--- src/rtl/bilbo_bist_ctl_if.sv ---
// Signal bundle between the BILBO BIST controller and its user.
// The slave modport is the controller; the master drives requests and the register's Q.
interface bilbo_bist_ctl_if #(
  parameter int N  = 8,
  parameter int CW = 16
);
  logic          START;
  logic          ABORT;
  logic [N-1:0]  SEED;
  logic [CW-1:0] NCYC;
  logic [N-1:0]  GOLDEN;
  logic [N-1:0]  Q;
  logic          B1;
  logic          B2;
  logic          SDI;
  logic          BUSY;
  logic          DONE;
  logic          PASS;
  logic [CW-1:0] CNT;

  modport master (
    output START, ABORT, SEED, NCYC, GOLDEN, Q,
    input  B1, B2, SDI, BUSY, DONE, PASS, CNT
  );

  modport slave (
    input  START, ABORT, SEED, NCYC, GOLDEN, Q,
    output B1, B2, SDI, BUSY, DONE, PASS, CNT
  );
endinterface

--- src/rtl/bilbo_bist_ctl.sv ---
// BIST sequencer for a BILBO register: clear, serial seed load, MISR run, signature check.
// Every output is a register updated alongside the state, so outputs describe the current state.
module bilbo_bist_ctl #(
  parameter int N  = 8,
  parameter int CW = 16
) (
  input logic             CLK,
  input logic             CLR,
  bilbo_bist_ctl_if.slave bus
);

  localparam int BW = (N > 1) ? $clog2(N) : 1;

  typedef enum logic [2:0] {
    S_IDLE,
    S_CLEAR,
    S_SEED,
    S_RUN,
    S_CHECK
  } state_t;

  state_t        state_q;
  logic          b1_q;
  logic          b2_q;
  logic          sdi_q;
  logic          busy_q;
  logic          done_q;
  logic          pass_q;
  logic [CW-1:0] cnt_q;
  logic [N-1:0]  seed_q;
  logic [CW-1:0] ncyc_q;
  logic [N-1:0]  golden_q;
  logic [BW-1:0] bit_q;

  always_ff @(posedge CLK or negedge CLR) begin
    if (!CLR) begin
      state_q  <= S_IDLE;
      b1_q     <= 1'b1;
      b2_q     <= 1'b1;
      sdi_q    <= 1'b0;
      busy_q   <= 1'b0;
      done_q   <= 1'b0;
      pass_q   <= 1'b0;
      cnt_q    <= '0;
      seed_q   <= '0;
      ncyc_q   <= '0;
      golden_q <= '0;
      bit_q    <= '0;
    end else begin
      done_q <= 1'b0;
      sdi_q  <= 1'b0;
      if (state_q != S_IDLE && bus.ABORT) begin
        // CNT is left holding whatever it had reached when the sequence was cut short
        state_q <= S_IDLE;
        b1_q    <= 1'b1;
        b2_q    <= 1'b1;
        busy_q  <= 1'b0;
        pass_q  <= 1'b0;
      end else begin
        case (state_q)
          S_IDLE: begin
            if (bus.START && !bus.ABORT) begin
              seed_q   <= bus.SEED;
              ncyc_q   <= bus.NCYC;
              golden_q <= bus.GOLDEN;
              cnt_q    <= '0;
              state_q  <= S_CLEAR;
              b1_q     <= 1'b0;
              b2_q     <= 1'b1;
              busy_q   <= 1'b1;
            end
          end
          S_CLEAR: begin
            state_q <= S_SEED;
            b1_q    <= 1'b0;
            b2_q    <= 1'b0;
            sdi_q   <= seed_q[N-1];
            seed_q  <= seed_q << 1;
            bit_q   <= '0;
          end
          S_SEED: begin
            // The MSB-first shifter is consumed one bit ahead so SDI is ready with the state
            if (bit_q == BW'(N - 1)) begin
              if (ncyc_q == '0) begin
                state_q <= S_CHECK;
                b1_q    <= 1'b1;
                b2_q    <= 1'b1;
                done_q  <= 1'b1;
              end else begin
                state_q <= S_RUN;
                b1_q    <= 1'b1;
                b2_q    <= 1'b0;
              end
            end else begin
              bit_q  <= bit_q + BW'(1);
              sdi_q  <= seed_q[N-1];
              seed_q <= seed_q << 1;
            end
          end
          S_RUN: begin
            if (cnt_q == ncyc_q - CW'(1)) begin
              state_q <= S_CHECK;
              b1_q    <= 1'b1;
              b2_q    <= 1'b1;
              done_q  <= 1'b1;
            end else begin
              cnt_q <= cnt_q + CW'(1);
            end
          end
          S_CHECK: begin
            pass_q  <= (bus.Q == golden_q);
            state_q <= S_IDLE;
            busy_q  <= 1'b0;
          end
          default: begin
            state_q <= S_IDLE;
            b1_q    <= 1'b1;
            b2_q    <= 1'b1;
            busy_q  <= 1'b0;
          end
        endcase
      end
    end
  end

  assign bus.B1   = b1_q;
  assign bus.B2   = b2_q;
  assign bus.SDI  = sdi_q;
  assign bus.BUSY = busy_q;
  assign bus.DONE = done_q;
  assign bus.PASS = pass_q;
  assign bus.CNT  = cnt_q;

endmodule

--- src/flat_wrapper.sv ---
// flat-port wrapper written by rule: the top's interface ports become plain ports
module bilbo_bist_ctl_flat 
#(
  parameter int N  = 8,
  parameter int CW = 16
)
  (CLK, CLR, bus_START, bus_ABORT, bus_SEED, bus_NCYC, bus_GOLDEN, bus_Q, bus_B1, bus_B2, bus_SDI, bus_BUSY, bus_DONE, bus_PASS, bus_CNT);
  bilbo_bist_ctl_if #(.N(N), .CW(CW)) bus_i ();
  input logic CLK;
  input logic CLR;
  input wire logic [$bits(bus_i.START)-1:0] bus_START;
  input wire logic [$bits(bus_i.ABORT)-1:0] bus_ABORT;
  input wire logic [$bits(bus_i.SEED)-1:0] bus_SEED;
  input wire logic [$bits(bus_i.NCYC)-1:0] bus_NCYC;
  input wire logic [$bits(bus_i.GOLDEN)-1:0] bus_GOLDEN;
  input wire logic [$bits(bus_i.Q)-1:0] bus_Q;
  output wire logic [$bits(bus_i.B1)-1:0] bus_B1;
  output wire logic [$bits(bus_i.B2)-1:0] bus_B2;
  output wire logic [$bits(bus_i.SDI)-1:0] bus_SDI;
  output wire logic [$bits(bus_i.BUSY)-1:0] bus_BUSY;
  output wire logic [$bits(bus_i.DONE)-1:0] bus_DONE;
  output wire logic [$bits(bus_i.PASS)-1:0] bus_PASS;
  output wire logic [$bits(bus_i.CNT)-1:0] bus_CNT;
  assign bus_i.START = bus_START;
  assign bus_i.ABORT = bus_ABORT;
  assign bus_i.SEED = bus_SEED;
  assign bus_i.NCYC = bus_NCYC;
  assign bus_i.GOLDEN = bus_GOLDEN;
  assign bus_i.Q = bus_Q;
  assign bus_B1 = bus_i.B1;
  assign bus_B2 = bus_i.B2;
  assign bus_SDI = bus_i.SDI;
  assign bus_BUSY = bus_i.BUSY;
  assign bus_DONE = bus_i.DONE;
  assign bus_PASS = bus_i.PASS;
  assign bus_CNT = bus_i.CNT;
  bilbo_bist_ctl #(.N(N), .CW(CW)) u_core (.CLK(CLK), .CLR(CLR), .bus(bus_i));
endmodule
--- config.mk ---
export PLATFORM = sky130hd
export DESIGN_NAME = bilbo_bist_ctl_flat
export DESIGN_NICKNAME = d
export VERILOG_FILES = /design/src/rtl/bilbo_bist_ctl_if.sv /design/src/rtl/bilbo_bist_ctl.sv /design/src/flat_wrapper.sv
export SDC_FILE = /design/constraint.sdc
export NUM_CORES = 1
export LEC_CHECK = 0
export CAP_MARGIN = 15
export CORE_UTILIZATION = 29
export CTS_CLUSTER_DIAMETER = 200
export DETAILED_ROUTE_END_ITERATION = 8
export PLACE_DENSITY = 0.62
export SKIP_LAST_GASP = 1
export SYNTH_ARGS = -nofsm -noshare
export SYNTH_HDL_FRONTEND = slang
export SYNTH_SLANG_ARGS = --single-unit
--- constraint.sdc ---
create_clock -name CLK -period 3.2 [get_ports CLK]
set_input_delay 0.64 -clock CLK [delete_from_list [all_inputs] [get_ports CLK]]
set_output_delay 0.64 -clock CLK [all_outputs]
set_load 0.05 [all_outputs]
# Yosys cells after proc, flatten, opt, wreduce, memory -nomap -nowiden
# Cells that the tools add are included.
[op_classes] reduce_logical=18 n_mux=35 add_sub_neg=3 eq_ne=15 bitwise_logic=1
[ops] cell="16-bit two-way mux" count=2
[ops] cell="16-bit one-hot mux with 2 select lines" count=1
[ops] cell="8-bit one-hot mux with 3 select lines" count=1
[ops] cell="3-bit two-way mux" count=6
[ops] cell="16-bit by 1-bit adder with 16-bit output, second input constant" count=1
[ops] cell="16-bit equality test" count=1
[ops] cell="16-bit zero test" count=1
[ops] cell="1-bit two-way mux" count=16
[ops] cell="8-bit two-way mux" count=2
[ops] cell="16-bit by 1-bit subtractor with 16-bit output, second input constant" count=1
[ops] cell="3-bit one-hot mux with 4 select lines" count=1
[ops] cell="4-bit AND reduction" count=3
[ops] cell="1-bit one-hot mux with 5 select lines" count=2
[ops] cell="3-bit by 1-bit inequality test with 1-bit output, second input constant" count=3
[ops] cell="3-bit AND reduction" count=3
[ops] cell="8-bit equality test" count=1
[ops] cell="3-bit by 2-bit equality test with 1-bit output, second input constant" count=2
[ops] cell="3-bit equality test, second input constant" count=2
[ops] cell="2-bit by 1-bit inequality test with 1-bit output, second input constant" count=3
[ops] cell="1-bit one-hot mux with 2 select lines" count=3
[ops] cell="3-bit one-hot mux with 2 select lines" count=1
[ops] cell="2-bit nonzero test" count=3
[ops] cell="3-bit nonzero test" count=2
[ops] cell="2-bit inequality test, second input constant" count=2
[ops] cell="8 further kinds" count=9
[word_totals] register_bits=60 input_bits=44

# Longest topological paths before layout
[depth] depth_word=5 depth_mapped=12 ltp_nobuf=10

# Worst setup path before layout
# OpenSTA, ideal clock, no wires.
[synth_timing] path_kind="register -> register" startpoint="reg u_core.ncyc_q[4]" endpoint="reg u_core.cnt_q[8], in the netlist u_core.bus.CNT[8]" arrival_time_ps=2904 period_less_slack_ps=3036 path_slack_ps=164 path_stages_with_launch=12 setup_time_ps=132 cell_sequence="dfrtp_1 buf_6 or4_1 buf_2 or4_1 o32ai_1 o21ai_1 or4_1 clkbuf_1 o2111ai_1 xor2_1 nor2_1"
[synth_between] elab_chain_len=4
[synth_lines] element="from (decl)" line_no="bilbo_bist_ctl.sv:31" rtl="logic [CW-1:0] ncyc_q;"
[synth_lines] element="from (signal assigned)" line_no="bilbo_bist_ctl.sv:64" rtl="ncyc_q <= bus.NCYC;"
[synth_lines] element="16-bit by 1-bit subtractor with 16-bit output" line_no="bilbo_bist_ctl.sv:101" rtl="if (cnt_q == ncyc_q - CW'(1)) begin"
[synth_lines] element="16-bit equality test" line_no="bilbo_bist_ctl.sv:101"
[synth_lines] element="2-bit inequality test (no source line)"
[synth_lines] element="4-bit AND reduction (no source line)"
[synth_lines] element="to (signal assigned)" line_no="bilbo_bist_ctl.sv:107" rtl="cnt_q <= cnt_q + CW'(1);"
[synth_lines] element="to (decl)" line_no="bilbo_bist_ctl.sv:29" rtl="logic [CW-1:0] cnt_q;"
# No other way between the ends.
# A chain may end at the register's enable or synchronous reset.

# Final worst setup path
[layout_timing] startpoint="reg u_core.ncyc_q[0]" endpoint="reg u_core.cnt_q[9], in the netlist u_core.bus.CNT[9]"
# The elaborated chain is that of the path after synthesis.

==> results.yml <==
sta:
  final.setup_skew_ps: 7.99
  timing.max_slew.rel_slack_pct: 51.7
  timing.final.setup_violations: 0
  post-route-worst-setup-slack_ps: 116
  final.period_utilization_pct: 96.4
  final_max_slew_viol_count: 0
  fin_tns_setup_ps: 0
  final_period_minus_worst_setup_slack_ps: 3080
  rsz_0062_raised_after_global_routing: "true"
  final_worst_hold_slack_ps: 366
  achievable-frequency_mhz: 324
  least_margin_pin_slew_ps: 724
  hold_viol_final: 0
drt:
  route.vias.total: 3313
  postRouteAntennaNets: 0
  drt_iter0_markers: 179
  wl_microns: 9550
  drtPass1Iterations: 5
  avgViaCountPerCell: 4.90
  drt_drc_violations_left: 0
  wire_per_inst_microns: 14.1
global_routing:
  grtUsageMet1_pct: 20.9
  grt_overflow_total: 0
  globalRouteTotalUtil_pct: 15.9
  largest_net_degree_at_the_start_of_global_routing: 39
  top_usage_layer_grt: "met2"
  global_route_wire_length_before_repair_microns: 16200
  groute.layer.met2.usage_pct: 25.6
  grt_pass1_vias: 3314
  antenna_violations_before_repair: 0
  grt.met3_usage_pct: 3.75
worst_hold_path:
  timing.hold.worst.class: "input pin to async pin"
pwr:
  report.power.total_w: 0.00380
  power.static_leakage_nw: 2.12
  ir_worst_vdd_uv: 225
  power_per_cell_area_nw_per_um2: 782
clocking:
  cts_buffers: 9
  tritoncts: "done"
  cts.clk_slew.worst_paths_ps: 50
  cts.sinks: 60
  cts_htree_levels: 3
  cts_root_buf: "sky130_fd_sc_hd__clkbuf_16"
  post_cts.repair.setup_buffers: 0
  worstSkewPairLatency_ps: 330
  clockBufferDepth: 2
logic_synthesis:
  library_cell_with_the_highest_instance_count_after_synthesis: "sky130_fd_sc_hd__nand2_1"
  netlist_top_cells_area: "sky130_fd_sc_hd__dfrtp_1 (40%), sky130_fd_sc_hd__nand2_1 (9.7%), sky130_fd_sc_hd__xor2_1 (5.1%), sky130_fd_sc_hd__nor2_1 (4.4%), sky130_fd_sc_hd__a21oi_1 (3.2%)"
  synth-seq-area-share_pct: 41.9
  syn-mean-instance-area_sq_um: 8.41
  synth-warning-count: 0
  synth_ff_type: "sky130_fd_sc_hd__dfrtp_1"
  netlist-cell-type-count: 58
  synth_top_area_share_pct: 40.4
  syn_nets: 476
  synth-edff-count: 0
  syn-cell-area_sq_um: 3590
  yosys.area.top_type: "sky130_fd_sc_hd__dfrtp_1"
  most_instantiated_cells_after_synthesis: "sky130_fd_sc_hd__nand2_1 (93), sky130_fd_sc_hd__dfrtp_1 (58), sky130_fd_sc_hd__nor2_1 (42), sky130_fd_sc_hd__a21oi_1 (23), sky130_fd_sc_hd__xor2_1 (21)"
  post_synth_inst_count: 427
  postSynthRegisterBits: 60
  synth_async_sr_flop_share_pct: 100
finish:
  syn2layout_area_growth_pct: 35.2
  insertedDiodeCount: 0
  post-route-util_pct: 40.2
  finalNetCount: 552
  drive_gt1_share_pct: 11.4
floorplan:
  design.die.area_sq_um: 12800
  floorplan.io_pins: 66
  starting_utilization_of_the_core_area_pct: 29.8
  dieWidth_microns: 113
  fp.coreArea_sq_um: 12100
  chipHeight_microns: 113
  rows: 40
setup_path:
  setup.worst_path.start_class: "flop"
  regToRegSetupSlack_ps: 120
  timing.critical_path.required_ps: 3450
  critical_path.reg2reg.startpoint: "u_core.ncyc_q[0]"
  critPathLaunch: "u_core.ncyc_q[0]"
  crit_path_end_kind: "flop"
  crit_end: "u_core.bus.CNT[9]"
  cp.arrival_ps: 3330
  reg2regPathDepth: 11
  regToRegEndpoint: "u_core.bus.CNT[9]"
  timing.setup.critical_path_class: "flop to flop"
  critical_path_peak_fanout: 10
placed_design:
  hpwl_after_detailed_placement_microns: 6960
  place_congestion: 0.810
  port-buffer-count: 65
  dpl_worst_slack_ps: 84.4
flow_run:
  drv_cap: 0
run_status:
  run_status: "complete, no violations"
## cells by family (layout without fill, tap and decap cells)
group	Yosys count	in the layout	share of synthesized area, %
adders and majority gates	5	5	1.74
buffers and inverters	30	111	3.76
AOI/OAI and AO/OA	76	76	13.5
xor gates and xnor gates	32	32	7.80
muxes	11	11	3.14
DFF	60	60	41.9
and+or+nand+nor	213	213	28.2
## routing by layer
layer,share of wire [%],vias up
met2,47,81
met4,1.3,0
li1,-,1643
met5,0,-
met1,47,1576
met3,5.1,13
## cell type report
cell class                 count  area, sq um
fill                        1237         7210
multi-input combinational    337         1990
sequential                    60         1500
timing repair buffer          90          833
clock buffer                  14          264
tap                          168          210
clock inverter                 2         35.0
inverter                       5         18.8
## through the flow
step                      instances  cell area [sq um]
final                           676               4850
after floorplan                 427               3590
after global routing            676               4850
after global placement          660               4520
after detailed placement        660               4520
after CTS                       676               4820
## where the power goes
group / switching (W) / total, W / internal [W]
Combinational: 0.000897 / 0.00160 / 0.000700
Clock: 0.000333 / 0.000977 / 0.000644
Sequential: 0.000216 / 0.00122 / 0.00101
## worst min path at each step
| stage | end | depth (start not counted) | startpoint | slack (ps) |
|---|---|---|---|---|
| after floorplan | u_core.bit_q[0] | 0 | CLR | 340 |
| after global placement | u_core.golden_q[5] | 2 | u_core.golden_q[5] | 480 |
| after detailed placement | u_core.golden_q[5] | 2 | u_core.golden_q[5] | 490 |
| after CTS | u_core.golden_q[2] | 1 | CLR | 390 |
| after global routing | u_core.golden_q[2] | 1 | CLR | 450 |
| final | u_core.golden_q[2] | 1 | CLR | 370 |
## layout by cell type, fill, tap and decap left out, types with 11 or more instances in the layout
cell type	count
sky130_fd_sc_hd__nand2_1	93
sky130_fd_sc_hd__clkdlybuf4s50_1	64
sky130_fd_sc_hd__dfrtp_1	58
sky130_fd_sc_hd__nor2_1	42
sky130_fd_sc_hd__buf_4	25
sky130_fd_sc_hd__a21oi_1	23
sky130_fd_sc_hd__xor2_1	21
sky130_fd_sc_hd__o21ai_0	15
sky130_fd_sc_hd__nor3_1	11
sky130_fd_sc_hd__xnor2_1	11
## critical path, cell delays in order, from the launching register on
cell	delay [ps]
sky130_fd_sc_hd__dfrtp_1	410
sky130_fd_sc_hd__inv_1	120
sky130_fd_sc_hd__ha_2	240
sky130_fd_sc_hd__or3b_2	510
sky130_fd_sc_hd__o311ai_1	300
sky130_fd_sc_hd__o211ai_1	130
sky130_fd_sc_hd__o21ai_1	130
sky130_fd_sc_hd__or3_4	180
sky130_fd_sc_hd__nor3_4	60
sky130_fd_sc_hd__buf_4	170
sky130_fd_sc_hd__or4b_2	600
sky130_fd_sc_hd__a21oi_1	160
## flip-flops by register name, summed over array words and instances (netlist names)
name,cells
u_core.bus.B1,1
u_core.bit_q,3
u_core.bus.B2,1
u_core.bus.DONE,1
u_core.golden_q,8
u_core.bus.SDI,1
u_core.bus.CNT,16
u_core.ncyc_q,16
u_core.bus.BUSY,1
u_core.seed_q,8
u_core.state_q,3
u_core.bus.PASS,1
## repair_timing
item | CTS | global route
gates resized for setup | 0 | 8
hold buffers | 0 | 0
endpoints found under the hold margin | 0 | 0
setup endpoints to repair | 0 | 8
Power figures use the tool's default switching activity.
